[config.mk]
export PLATFORM = sky130hd
export DESIGN_NAME = vector_reduce_acc_flat
export DESIGN_NICKNAME = d
export VERILOG_FILES = /design/src/rtl/vector_reduce_pkg.sv /design/src/rtl/vector_reduce_acc_if.sv /design/src/rtl/vector_reduce_acc_adder_tree_stage.sv /design/src/rtl/vector_reduce_acc.sv /design/src/flat_wrapper.sv
export SDC_FILE = /design/constraint.sdc
export NUM_CORES = 1
export LEC_CHECK = 0
export CAP_MARGIN = 40
export CORE_MARGIN = 2
export CORE_UTILIZATION = 25
export DETAILED_ROUTE_END_ITERATION = 7
export GPL_TIMING_DRIVEN = 1
export SLEW_MARGIN = 20
export SYNTH_ARGS = -nofsm -noshare
export SYNTH_HDL_FRONTEND = slang
export SYNTH_HIERARCHICAL = 1
export SYNTH_SLANG_ARGS = --single-unit
[constraint.sdc]
create_clock -name clk -period 4.5 [get_ports clk]
set_input_delay 0.9 -clock clk [delete_from_list [all_inputs] [get_ports clk]]
set_output_delay 0.9 -clock clk [all_outputs]
set_load 0.02 [all_outputs]
[src/rtl/vector_reduce_pkg.sv]
// Shared helpers for the vector reduction accumulator.
//   clog2        : ceiling log2, used to size the adder tree
//   tree_stages  : number of registered tree levels (at least one)
//   extend       : widens the low 'width' bits of a value to EXT_MAX_W bits,
//                  sign- or zero-filled; callers cast the result to the width
//                  they need.
package vector_reduce_pkg;

  localparam int EXT_MAX_W = 128;

  function automatic int clog2(input int value);
    int r;
    r = 0;
    while ((1 << r) < value) r = r + 1;
    return r;
  endfunction

  function automatic int tree_stages(input int vector_length);
    return (clog2(vector_length) < 1) ? 1 : clog2(vector_length);
  endfunction

  function automatic logic [EXT_MAX_W-1:0] extend(
    input logic [EXT_MAX_W-1:0] value,
    input int                   width,
    input logic                 is_signed
  );
    logic [EXT_MAX_W-1:0] mask;
    logic                 fill;
    mask = (width >= EXT_MAX_W) ? '1 : ((EXT_MAX_W'(1) << width) - EXT_MAX_W'(1));
    fill = is_signed & (|(value & (EXT_MAX_W'(1) << (width - 1))));
    return (value & mask) | (fill ? ~mask : '0);
  endfunction

endpackage

[src/rtl/vector_reduce_acc_if.sv]
// Beat input / packet-total output bundle of vector_reduce_acc.
//   in_valid, in_first, in_last, vector_in : beat from the upstream datapath
//   out_valid, out_sum, out_overflow, out_beats : one packet total per pulse
// Handshake: valid-only, no ready. A beat is taken on every rising clk edge
// where in_valid is high; in_first/in_last/vector_in are ignored otherwise.
// out_valid is a one-cycle pulse the consumer must take; out_sum,
// out_overflow and out_beats hold their values between pulses.
interface vector_reduce_acc_if import vector_reduce_pkg::*; #(
  parameter int VECTOR_LENGTH = 7,
  parameter int DATA_WIDTH    = 16,
  parameter int ACC_WIDTH     = DATA_WIDTH + tree_stages(VECTOR_LENGTH) + 8,
  parameter int COUNT_WIDTH   = 8
);
  logic                                in_valid;
  logic                                in_first;
  logic                                in_last;
  logic [VECTOR_LENGTH*DATA_WIDTH-1:0] vector_in;
  logic                                out_valid;
  logic [ACC_WIDTH-1:0]                out_sum;
  logic                                out_overflow;
  logic [COUNT_WIDTH-1:0]              out_beats;

  modport master (
    output in_valid, in_first, in_last, vector_in,
    input  out_valid, out_sum, out_overflow, out_beats
  );

  modport slave (
    input  in_valid, in_first, in_last, vector_in,
    output out_valid, out_sum, out_overflow, out_beats
  );
endinterface

[src/rtl/vector_reduce_acc_adder_tree_stage.sv]
// One registered level of the reduction tree: adds neighbouring elements in
// pairs. An odd element count is padded with a zero element, so the tail
// passes through unchanged. Outputs are one bit wider than inputs, so the
// level cannot overflow.
//   clk, rst : clock, synchronous active-high reset
//   in_data  : N_IN elements of IN_W bits, element k at [k*IN_W +: IN_W]
//   out_data : ceil(N_IN/2) elements of IN_W+1 bits, registered
module adder_tree_stage import vector_reduce_pkg::*; #(
  parameter int N_IN   = 2,
  parameter int IN_W   = 16,
  parameter int SIGNED = 0
) (
  input  logic                                  clk,
  input  logic                                  rst,
  input  logic [N_IN*IN_W-1:0]                  in_data,
  output logic [((N_IN+1)/2)*(IN_W+1)-1:0]      out_data
);
  localparam int N_OUT = (N_IN + 1) / 2;
  localparam int OUT_W = IN_W + 1;

  logic [2*N_OUT*IN_W-1:0] padded;
  logic [N_OUT*OUT_W-1:0]  sum_c;

  assign padded = (2*N_OUT*IN_W)'(in_data);

  always_comb begin
    sum_c = '0;
    for (int k = 0; k < N_OUT; k++) begin
      sum_c[k*OUT_W +: OUT_W] = OUT_W'(
        extend(EXT_MAX_W'(padded[(2*k)*IN_W +: IN_W]), IN_W, SIGNED != 0) +
        extend(EXT_MAX_W'(padded[(2*k+1)*IN_W +: IN_W]), IN_W, SIGNED != 0));
    end
  end

  always_ff @(posedge clk) begin
    if (rst) out_data <= '0;
    else     out_data <= sum_c;
  end
endmodule

[src/rtl/vector_reduce_acc.sv]
// Pipelined vector reduction with per-packet accumulation. Each beat's
// VECTOR_LENGTH elements are summed by a registered adder tree; tree results
// are accumulated between in_first and in_last, and one total per packet is
// presented with a sticky overflow flag and a saturating beat count.
// Latency from the last beat to out_valid is TREE_STAGES+1 cycles.
//   clk, rst : clock, synchronous active-high reset
//   bus      : vector_reduce_acc_if slave (beat in, packet total out)
// ACC_WIDTH must be at least DATA_WIDTH+TREE_STAGES.
module vector_reduce_acc import vector_reduce_pkg::*; #(
  parameter int VECTOR_LENGTH = 7,
  parameter int DATA_WIDTH    = 16,
  parameter int SIGNED        = 0,
  parameter int ACC_WIDTH     = DATA_WIDTH + tree_stages(VECTOR_LENGTH) + 8,
  parameter int COUNT_WIDTH   = 8
) (
  input logic               clk,
  input logic               rst,
  vector_reduce_acc_if.slave bus
);
  localparam int TREE_STAGES = tree_stages(VECTOR_LENGTH);
  localparam int TREE_W      = DATA_WIDTH + TREE_STAGES;

  // Adder tree: level s takes ceil(VECTOR_LENGTH/2^s) elements of
  // DATA_WIDTH+s bits; the last level leaves a single TREE_W-bit sum.
  for (genvar s = 0; s < TREE_STAGES; s++) begin : g_stage
    localparam int N_IN  = (VECTOR_LENGTH + (1 << s) - 1) >> s;
    localparam int N_OUT = (N_IN + 1) / 2;
    localparam int IN_W  = DATA_WIDTH + s;

    logic [N_IN*IN_W-1:0]      stage_in;
    logic [N_OUT*(IN_W+1)-1:0] stage_out;

    if (s == 0) begin : g_src
      assign stage_in = bus.vector_in;
    end else begin : g_src
      assign stage_in = g_stage[s-1].stage_out;
    end

    adder_tree_stage #(
      .N_IN   (N_IN),
      .IN_W   (IN_W),
      .SIGNED (SIGNED)
    ) u_stage (
      .clk      (clk),
      .rst      (rst),
      .in_data  (stage_in),
      .out_data (stage_out)
    );
  end

  logic [TREE_W-1:0] tree_sum;
  assign tree_sum = g_stage[TREE_STAGES-1].stage_out;

  // Control bits ride alongside the tree. Flags are masked with in_valid on
  // entry so flags on idle cycles can never reach the accumulator.
  logic [TREE_STAGES-1:0] vld_sr, first_sr, last_sr;

  always_ff @(posedge clk) begin
    if (rst) begin
      vld_sr   <= '0;
      first_sr <= '0;
      last_sr  <= '0;
    end else begin
      vld_sr[0]   <= bus.in_valid;
      first_sr[0] <= bus.in_valid & bus.in_first;
      last_sr[0]  <= bus.in_valid & bus.in_last;
      for (int i = 1; i < TREE_STAGES; i++) begin
        vld_sr[i]   <= vld_sr[i-1];
        first_sr[i] <= first_sr[i-1];
        last_sr[i]  <= last_sr[i-1];
      end
    end
  end

  logic tree_vld, tree_first, tree_last;
  assign tree_vld   = vld_sr[TREE_STAGES-1];
  assign tree_first = first_sr[TREE_STAGES-1];
  assign tree_last  = last_sr[TREE_STAGES-1];

  // Accumulate step
  logic [ACC_WIDTH-1:0]   tree_ext, acc_q, acc_nxt;
  logic [ACC_WIDTH:0]     raw_sum;
  logic                   step_ovf, ovf_q, ovf_nxt;
  logic [COUNT_WIDTH-1:0] cnt_q, cnt_nxt;

  always_comb begin
    tree_ext = ACC_WIDTH'(extend(EXT_MAX_W'(tree_sum), TREE_W, SIGNED != 0));
    raw_sum  = {1'b0, acc_q} + {1'b0, tree_ext};
    if (SIGNED != 0) begin
      // Two's complement overflow: like-signed operands, differently signed result.
      step_ovf = (acc_q[ACC_WIDTH-1] == tree_ext[ACC_WIDTH-1]) &&
                 (raw_sum[ACC_WIDTH-1] != acc_q[ACC_WIDTH-1]);
    end else begin
      step_ovf = raw_sum[ACC_WIDTH];
    end
    if (tree_first) begin
      acc_nxt = tree_ext;
      ovf_nxt = 1'b0;
      cnt_nxt = COUNT_WIDTH'(1);
    end else begin
      acc_nxt = raw_sum[ACC_WIDTH-1:0];
      ovf_nxt = ovf_q | step_ovf;
      cnt_nxt = (&cnt_q) ? cnt_q : cnt_q + 1'b1;
    end
  end

  always_ff @(posedge clk) begin
    if (rst) begin
      acc_q            <= '0;
      ovf_q            <= 1'b0;
      cnt_q            <= '0;
      bus.out_valid    <= 1'b0;
      bus.out_sum      <= '0;
      bus.out_overflow <= 1'b0;
      bus.out_beats    <= '0;
    end else begin
      bus.out_valid <= tree_vld & tree_last;
      if (tree_vld) begin
        acc_q <= acc_nxt;
        ovf_q <= ovf_nxt;
        cnt_q <= cnt_nxt;
        if (tree_last) begin
          bus.out_sum      <= acc_nxt;
          bus.out_overflow <= ovf_nxt;
          bus.out_beats    <= cnt_nxt;
        end
      end
    end
  end
endmodule

[src/flat_wrapper.sv]
// flat-port wrapper written by rule: the top's interface ports become plain ports
module vector_reduce_acc_flat import vector_reduce_pkg::*;
#(
  parameter int VECTOR_LENGTH = 7,
  parameter int DATA_WIDTH    = 16,
  parameter int SIGNED        = 0,
  parameter int ACC_WIDTH     = DATA_WIDTH + tree_stages(VECTOR_LENGTH) + 8,
  parameter int COUNT_WIDTH   = 8
)
  (clk, rst, bus_in_valid, bus_in_first, bus_in_last, bus_vector_in, bus_out_valid, bus_out_sum, bus_out_overflow, bus_out_beats);
  vector_reduce_acc_if #(.VECTOR_LENGTH(VECTOR_LENGTH), .DATA_WIDTH(DATA_WIDTH), .ACC_WIDTH(ACC_WIDTH), .COUNT_WIDTH(COUNT_WIDTH)) bus_i ();
  input logic clk;
  input logic rst;
  input wire logic [$bits(bus_i.in_valid)-1:0] bus_in_valid;
  input wire logic [$bits(bus_i.in_first)-1:0] bus_in_first;
  input wire logic [$bits(bus_i.in_last)-1:0] bus_in_last;
  input wire logic [$bits(bus_i.vector_in)-1:0] bus_vector_in;
  output wire logic [$bits(bus_i.out_valid)-1:0] bus_out_valid;
  output wire logic [$bits(bus_i.out_sum)-1:0] bus_out_sum;
  output wire logic [$bits(bus_i.out_overflow)-1:0] bus_out_overflow;
  output wire logic [$bits(bus_i.out_beats)-1:0] bus_out_beats;
  assign bus_i.in_valid = bus_in_valid;
  assign bus_i.in_first = bus_in_first;
  assign bus_i.in_last = bus_in_last;
  assign bus_i.vector_in = bus_vector_in;
  assign bus_out_valid = bus_i.out_valid;
  assign bus_out_sum = bus_i.out_sum;
  assign bus_out_overflow = bus_i.out_overflow;
  assign bus_out_beats = bus_i.out_beats;
  vector_reduce_acc #(.VECTOR_LENGTH(VECTOR_LENGTH), .DATA_WIDTH(DATA_WIDTH), .SIGNED(SIGNED), .ACC_WIDTH(ACC_WIDTH), .COUNT_WIDTH(COUNT_WIDTH)) u_core (.clk(clk), .rst(rst), .bus(bus_i));
endmodule
==> impl_metrics.csv, run 1 <==
group,metric,value,unit
run_status,status,"completed",
sta,maxSlewViolCount,0,
drt,viasPerCell,4.83,
sta,hold_violations,0,
floorplanning,die_y,227,microns
yosys,synth_edf_count,0,
clock_tree,cts_tree,"done",
worst_setup_path,r2r_start,"u_core/g_stage[2].u_stage/out_data[4]",
clock_tree,clk_pin_slew,0.06,ns
pwr,p_int,3900,uW
global_routing,grt_pass1_wl,51700,microns
worst_setup_path,critPathLaunchType,"input pin",
yosys,yosysTopAreaCell,"dfxtp_1",
worst_setup_path,crit_start,"bus_vector_in[80]",
drt,routed-via-count,10900,
yosys,async_flop_share,0,%
layout,drive_gt1_share,6.21,%
pwr,ir_drop,0.273,mV
worst_setup_path,r2r_end,"u_core/bus.out_sum[20]",
floorplanning,row_count,81,
layout,area_delta_synth_final,24.1,%
sta,rsz0062_at_grt,"no",
floorplanning,pin_count,154,
drt,wl_per_cell,14.1,microns
yosys,yosys_most_used_dff,"dfxtp_1",
drt,first_pass_iters,5,
pwr,p_sw,1690,uW
worst_setup_path,r2r_setup_slack,1.88,ns
yosys,yosys_warnings,6,
clock_tree,clockBufferDepth,3,
global_routing,gr-total-overflow,0,
place,hpwlAfterDp,24400,microns
drt,routed_wl,31900,microns
place,gp_congestion,0.875,
clock_tree,ctsHoldBuffers,0,
layout,antenna_cells,0,
pwr,cellLeakagePower,0.00609,uW
sta,timing.slew.headroom,52.0,%
sta,setup_viol,0,
layout,fin_util,31.5,%
clock_tree,clkLatencyLatePin,0.53,ns
yosys,synth-seq-cells,204,
global_routing,first_global_vias,10500,
global_routing,antenna_found_initial,0,
sta,finClkSkew,0.0128,ns
run,drv_cap,0,
yosys,yosysSeqAreaShare,32.9,%
pwr,p_sw_share,30.3,%
yosys,syn_nets,1702,
sta,worst_slew_pin_slew,0.718,ns
yosys,synth.most_common_cell,"dfxtp_1",
sta,max_freq,322,MHz
worst_setup_path,crit_path_end,"u_core/g_stage[0].u_stage/out_data[46]",
layout,nets,1820,
hold_path,hp-class,"register to register",
worst_setup_path,rr_worst_depth,8,
yosys,synthCells,1458,
sta,tns,0,ns
yosys,syn_area_per_cell,8.52,sq um
sta,finalCritPeriodShare,68.9,%
floorplanning,fp.dieW,227,microns
sta,period_minus_slack,3.10,ns
floorplanning,die_area,0.0515,sq mm
clock_tree,ctsHtreeMaxLevel,1,
pwr,p_seq_share,37.3,%
floorplanning,core_area,0.0490,sq mm
floorplanning,initial_core_util,25.4,%
place,io_buffers,153,
clock_tree,cts_sinks,204,
yosys,synthTopCellsByCount,"dfxtp_1, nor2_1, ha_1",
global_routing,grt_max_degree,118,
worst_setup_path,critical_path.max_fanout,4,
yosys,netlist_area,0.0124,sq mm
clock_tree,post_cts_resized,0,
global_routing,grt_use_total,12.2,%
yosys,synth_area_leaders,"dfxtp_1, ha_1, nor2_1, a21oi_1, xnor2_1",
clock_tree,cts_root_buf,"clkbuf_16",
drt,ant_nets,0,
yosys,synth_cell_type_count,93,
drt,drtIter0Drc,602,
pwr,clockPowerShare,37.1,%
worst_setup_path,cp.arrival,3.52,ns
worst_setup_path,critPathRequiredTime,4.92,ns
drt,drcViolationCount,0,
pwr,p_comb_share,25.6,%
clock_tree,cts_buffers,25,
worst_setup_path,end_kind,"register",
pwr,power.density,362,mW/mm^2
clock_tree,post_cts_buffers,0,
yosys,synth_top_area_share,32.9,%
worst_setup_path,critPathKind,"input pin to register",
==> metal layers <==
| metal | vias up | track usage (%) | wire length [microns] |
|---|---|---|---|
| li1 | 5542 | - | - |
| met1 | 5041 | 16.1 | 14800 |
| met4 | 0 | 2.89 | 603 |
| met3 | 36 | 1.87 | 1640 |
| met5 | - | 0 | 0 |
| met2 | 283 | 20.7 | 14800 |
==> how the worst min path moves through the flow <==
stage / startpoint / to / slack, ns / cells after the start
floorplan: u_core/first_sr[0] / u_core/first_sr[1] / 0.41 / 1
global placement: u_core/first_sr[0] / u_core/first_sr[1] / 0.42 / 1
detailed placement: u_core/first_sr[1] / u_core/first_sr[2] / 0.43 / 1
CTS: u_core/first_sr[1] / u_core/first_sr[2] / 0.44 / 1
global route: u_core/first_sr[1] / u_core/first_sr[2] / 0.46 / 1
finish: u_core/first_sr[1] / u_core/first_sr[2] / 0.44 / 1
==> through the flow <==
stage | instance area (sq um) | instances | total power (uW) | hold WS (ns) | setup slack [ns]
floorplan | 12400 | 1458 | 3130 | 0.414 | 1.60
global placement | 14500 | 2211 | 3520 | 0.423 | 0.919
detailed placement | 14500 | 2212 | 3540 | 0.431 | 0.864
CTS | 15400 | 2256 | 5670 | 0.444 | 1.43
global route | 15400 | 2257 | 5920 | 0.456 | 1.35
finish | 15400 | 2257 | 5590 | 0.437 | 1.40
==> state kept, by name, indices dropped and copies added, names as in the netlist <==
signal,cells
u_core/bus.out_beats,8
u_core/bus.out_sum,27
u_core/ovf_q,1
u_core/bus.out_overflow,1
u_core/bus.out_valid,1
u_core/cnt_q,8
u_core/last_sr,3
u_core/first_sr,3
u_core/vld_sr,3
u_core/acc_q,27
u_core/g_stage.u_stage/out_data,122
==> critical path: stages <==
cell,delay [ns]
clkdlybuf4s50_1,0.42
ha_1,0.22
fa_1,0.43
a211oi_1,0.55
o21a_1,0.23
nor4_1,0.06
a211oi_1,0.34
mux2_2,0.37
==> power by group through the flow <==
stage          Combinational (uW)  Clock, uW  Sequential, uW
5_1_grt                      1600       2220            2100
3_3_place_gp                 1400          0            2120
4_1_cts                      1420       2160            2090
2_1_floorplan                1060          0            2070
6_report                     1430       2080            2080
3_5_place_dp                 1410          0            2120
==> kinds of logic (layout without fill, tap and decap cells) <==
family                   Yosys count  count (layout)  synth area share [%]
AND/OR/NAND/NOR                  490             490                  19.1
AO/OA/AOI/OAI                    429             429                  23.6
XOR/XNOR                          73              73                  5.15
other                              1               1                0.0302
adder cells (fa/ha/maj)          127             127                  13.2
flip-flops                       204             204                  32.9
buffers and inverters            104             239                  3.40
multiplexers                      30              30                  2.63
==> cell type report <==
| class | instances | area, sq um |
|---|---|---|
| Multi-Input combinational cell | 1150 | 7920 |
| Tap cell | 664 | 831 |
| Timing Repair Buffer | 161 | 1610 |
| Clock inverter | 14 | 189 |
| Inverter | 34 | 128 |
| Sequential cell | 204 | 4080 |
| Fill cell | 5135 | 33500 |
| Clock buffer | 30 | 664 |
==> cell usage in the layout (no fill, tap or decap), types with 6 or more instances in the layout <==
| cell | instances |
|---|---|
| nand2_1 | 94 |
| xor2_1 | 25 |
| ha_1 | 120 |
| mux2i_1 | 15 |
| o22ai_1 | 7 |
| fa_1 | 7 |
| xnor2_1 | 48 |
| a311oi_1 | 12 |
| o21ai_0 | 61 |
| mux2_2 | 11 |
| nand4_1 | 18 |
| a31oi_1 | 29 |
| nand3_1 | 29 |
| buf_4 | 6 |
| clkdlybuf4s50_1 | 152 |
| and3_1 | 10 |
| a21oi_1 | 107 |
| o21bai_1 | 12 |
| nor2_1 | 171 |
| a211oi_1 | 48 |
| o21a_1 | 18 |
| a21o_1 | 37 |
| inv_1 | 34 |
| or3_1 | 7 |
| nor2b_1 | 62 |
| dfxtp_1 | 204 |
| clkbuf_16 | 25 |
| nand2b_1 | 10 |
| o211ai_1 | 17 |
| and2_1 | 7 |
| nor3_1 | 42 |
| a22o_1 | 9 |
Power figures use the tool's default switching activity.
==> run 2: changes to the inputs <==
- clock period: 4.5 -> 2.62 ns (I/O delays scaled with it)
==> impl_metrics.csv, run 2 (synthesized netlist as in run 1, its figures left out) <==
group,metric,value,unit
worst_setup_path,r2r_setup_slack,0.12,ns
global_routing,grt_pass1_wl,52600,microns
drt,viasPerCell,4.76,
worst_setup_path,critPathKind,"register to register",
floorplanning,pin_count,154,
worst_setup_path,rr_worst_depth,8,
place,place_ws,-0.374,ns
layout,final_common_cell,"dfxtp_1",
layout,fin_area,0.0162,sq mm
layout,nets,1909,
clock_tree,ctsHtreeMaxLevel,1,
clock_tree,clockBufferDepth,3,
drt,routed_wl,32500,microns
run,drv_cap,0,
worst_setup_path,r2r_start,"u_core/g_stage[2].u_stage/out_data[11]",
clock_tree,cts_tree,"done",
drt,drcViolationCount,0,
sta,max_freq,400,MHz
floorplanning,die_y,227,microns
sta,timing.slew.headroom,51.4,%
worst_setup_path,critical_path.max_fanout,6,
floorplanning,die_area,0.0515,sq mm
clock_tree,clk_pin_slew,0.06,ns
layout,drive_gt1_share,11.5,%
clock_tree,cts_sinks,204,
global_routing,grt_use_total,12.4,%
sta,finClkSkew,0.0145,ns
floorplanning,row_count,81,
drt,ant_nets,0,
pwr,fin_total_pwr,10000,uW
drt,drtIter0Drc,587,
floorplanning,fp.dieW,227,microns
layout,final_cell_mix,"dfxtp_1, nor2_1, clkdlybuf4s50_1, ha_1, a21oi_1",
global_routing,antenna_found_initial,0,
layout,largest_reg_flops,122,
drt,routed-via-count,11200,
sta,period_minus_slack,2.50,ns
worst_setup_path,critPathLaunchType,"register",
global_routing,first_global_vias,10700,
sta,setup_viol,0,
hold_path,hp-class,"input pin to register",
layout,regMostFlops,"u_core/g_stage.u_stage/out_data",
sta,timing.final.ws_setup,0.119,ns
pwr,power.density,620,mW/mm^2
sta,maxSlewViolCount,0,
drt,first_pass_iters,5,
drt,wl_per_cell,13.9,microns
place,hpwlAfterDp,25500,microns
worst_setup_path,crit_start,"u_core/g_stage[2].u_stage/out_data[11]",
worst_setup_path,cp.arrival,2.94,ns
clock_tree,cts_root_buf,"clkbuf_16",
floorplanning,core_area,0.0490,sq mm
layout,antenna_cells,0,
layout,fin_util,33.0,%
global_routing,gr-total-overflow,0,
place,placed_area,0.0152,sq mm
sta,finalCritPeriodShare,95.4,%
place,gp_congestion,0.860,
pwr,ir_drop,0.325,mV
place,io_buffers,153,
layout,largestRegisters,"u_core/g_stage.u_stage/out_data: 122 flops, u_core/acc_q: 27 flops, u_core/bus.out_sum: 27 flops",
pwr,cellLeakagePower,0.00652,uW
worst_setup_path,end_kind,"register",
floorplanning,initial_core_util,25.4,%
worst_setup_path,r2r_end,"u_core/acc_q[16]",
hold_path,holdCritStartpoint,"rst",
hold_path,hold_depth,2,
global_routing,grt_max_degree,56,
clock_tree,cts_buffers,25,
clock_tree,clkLatencyLatePin,0.53,ns
sta,worst_slew_pin_slew,0.726,ns
sta,hold_violations,0,
layout,area_delta_synth_final,30.1,%
worst_setup_path,critPathRequiredTime,3.06,ns
run_status,status,"completed",
worst_setup_path,crit_path_end,"u_core/acc_q[16]",
==> run 2: worst min path at each step <==
stage | endpoint | slack [ns]
6_report | u_core/g_stage[1].u_stage/out_data[19] | 0.38
5_1_grt | u_core/g_stage[1].u_stage/out_data[19] | 0.41
4_1_cts | u_core/g_stage[1].u_stage/out_data[19] | 0.36
3_5_place_dp | u_core/first_sr[2] | 0.42
3_3_place_gp | u_core/first_sr[1] | 0.43
2_1_floorplan | u_core/first_sr[1] | 0.41
==> run 2: layer usage <==
metal / GRT usage [%] / part of all wire, % / up-vias
met5: 0 / 0 / -
met4: 3.37 / 2.1 / 0
met3: 2.05 / 5.3 / 51
met2: 21.0 / 46 / 279
met1: 16.2 / 47 / 5109
li1: - / - / 5722
==> run 2: area by class of cell <==
class                   instances  area [sq um]
well taps                     664           831
clock inverters                10           214
fillers                      5131         32800
multi-input cells            1150          7940
inverters                      34           128
flip-flops and latches        204          4090
clock buffers                  34           699
repair buffers                250          2260
==> run 2: where the power goes <==
group / total [uW] / leakage [uW] / switching (uW) / internal [uW]
combinational: 2650 / 0.00440 / 1410 / 1240
clock: 3780 / 0.000440 / 1330 / 2450
sequential: 3580 / 0.00168 / 181 / 3400
==> run 2: per-stage QoR <==
step / hold slack, ns / setup TNS, ns / cells
global placement: 0.427 / -3.35 / 2300
global route: 0.406 / -0.00370 / 2346
CTS: 0.358 / 0 / 2345
floorplan: 0.414 / 0 / 1458
finish: 0.378 / 0 / 2346
detailed placement: 0.424 / -4.16 / 2301
==> run 2: worst max-delay path, stage by stage, from the launching register on <==
cell and delay (ns):
dfxtp_1 0.34, ha_1 0.40, nand2_2 0.13, or4_4 0.55, a21oi_2 0.17, o31a_2 0.16
nor3_1 0.04, or3b_1 0.37, a311oi_1 0.25
==> run 2: repair_timing <==
action,in CTS,in global routing
resized for setup,0,11
setup buffers,0,1
endpoints found under the setup margin,0,10
hold buffers,0,0
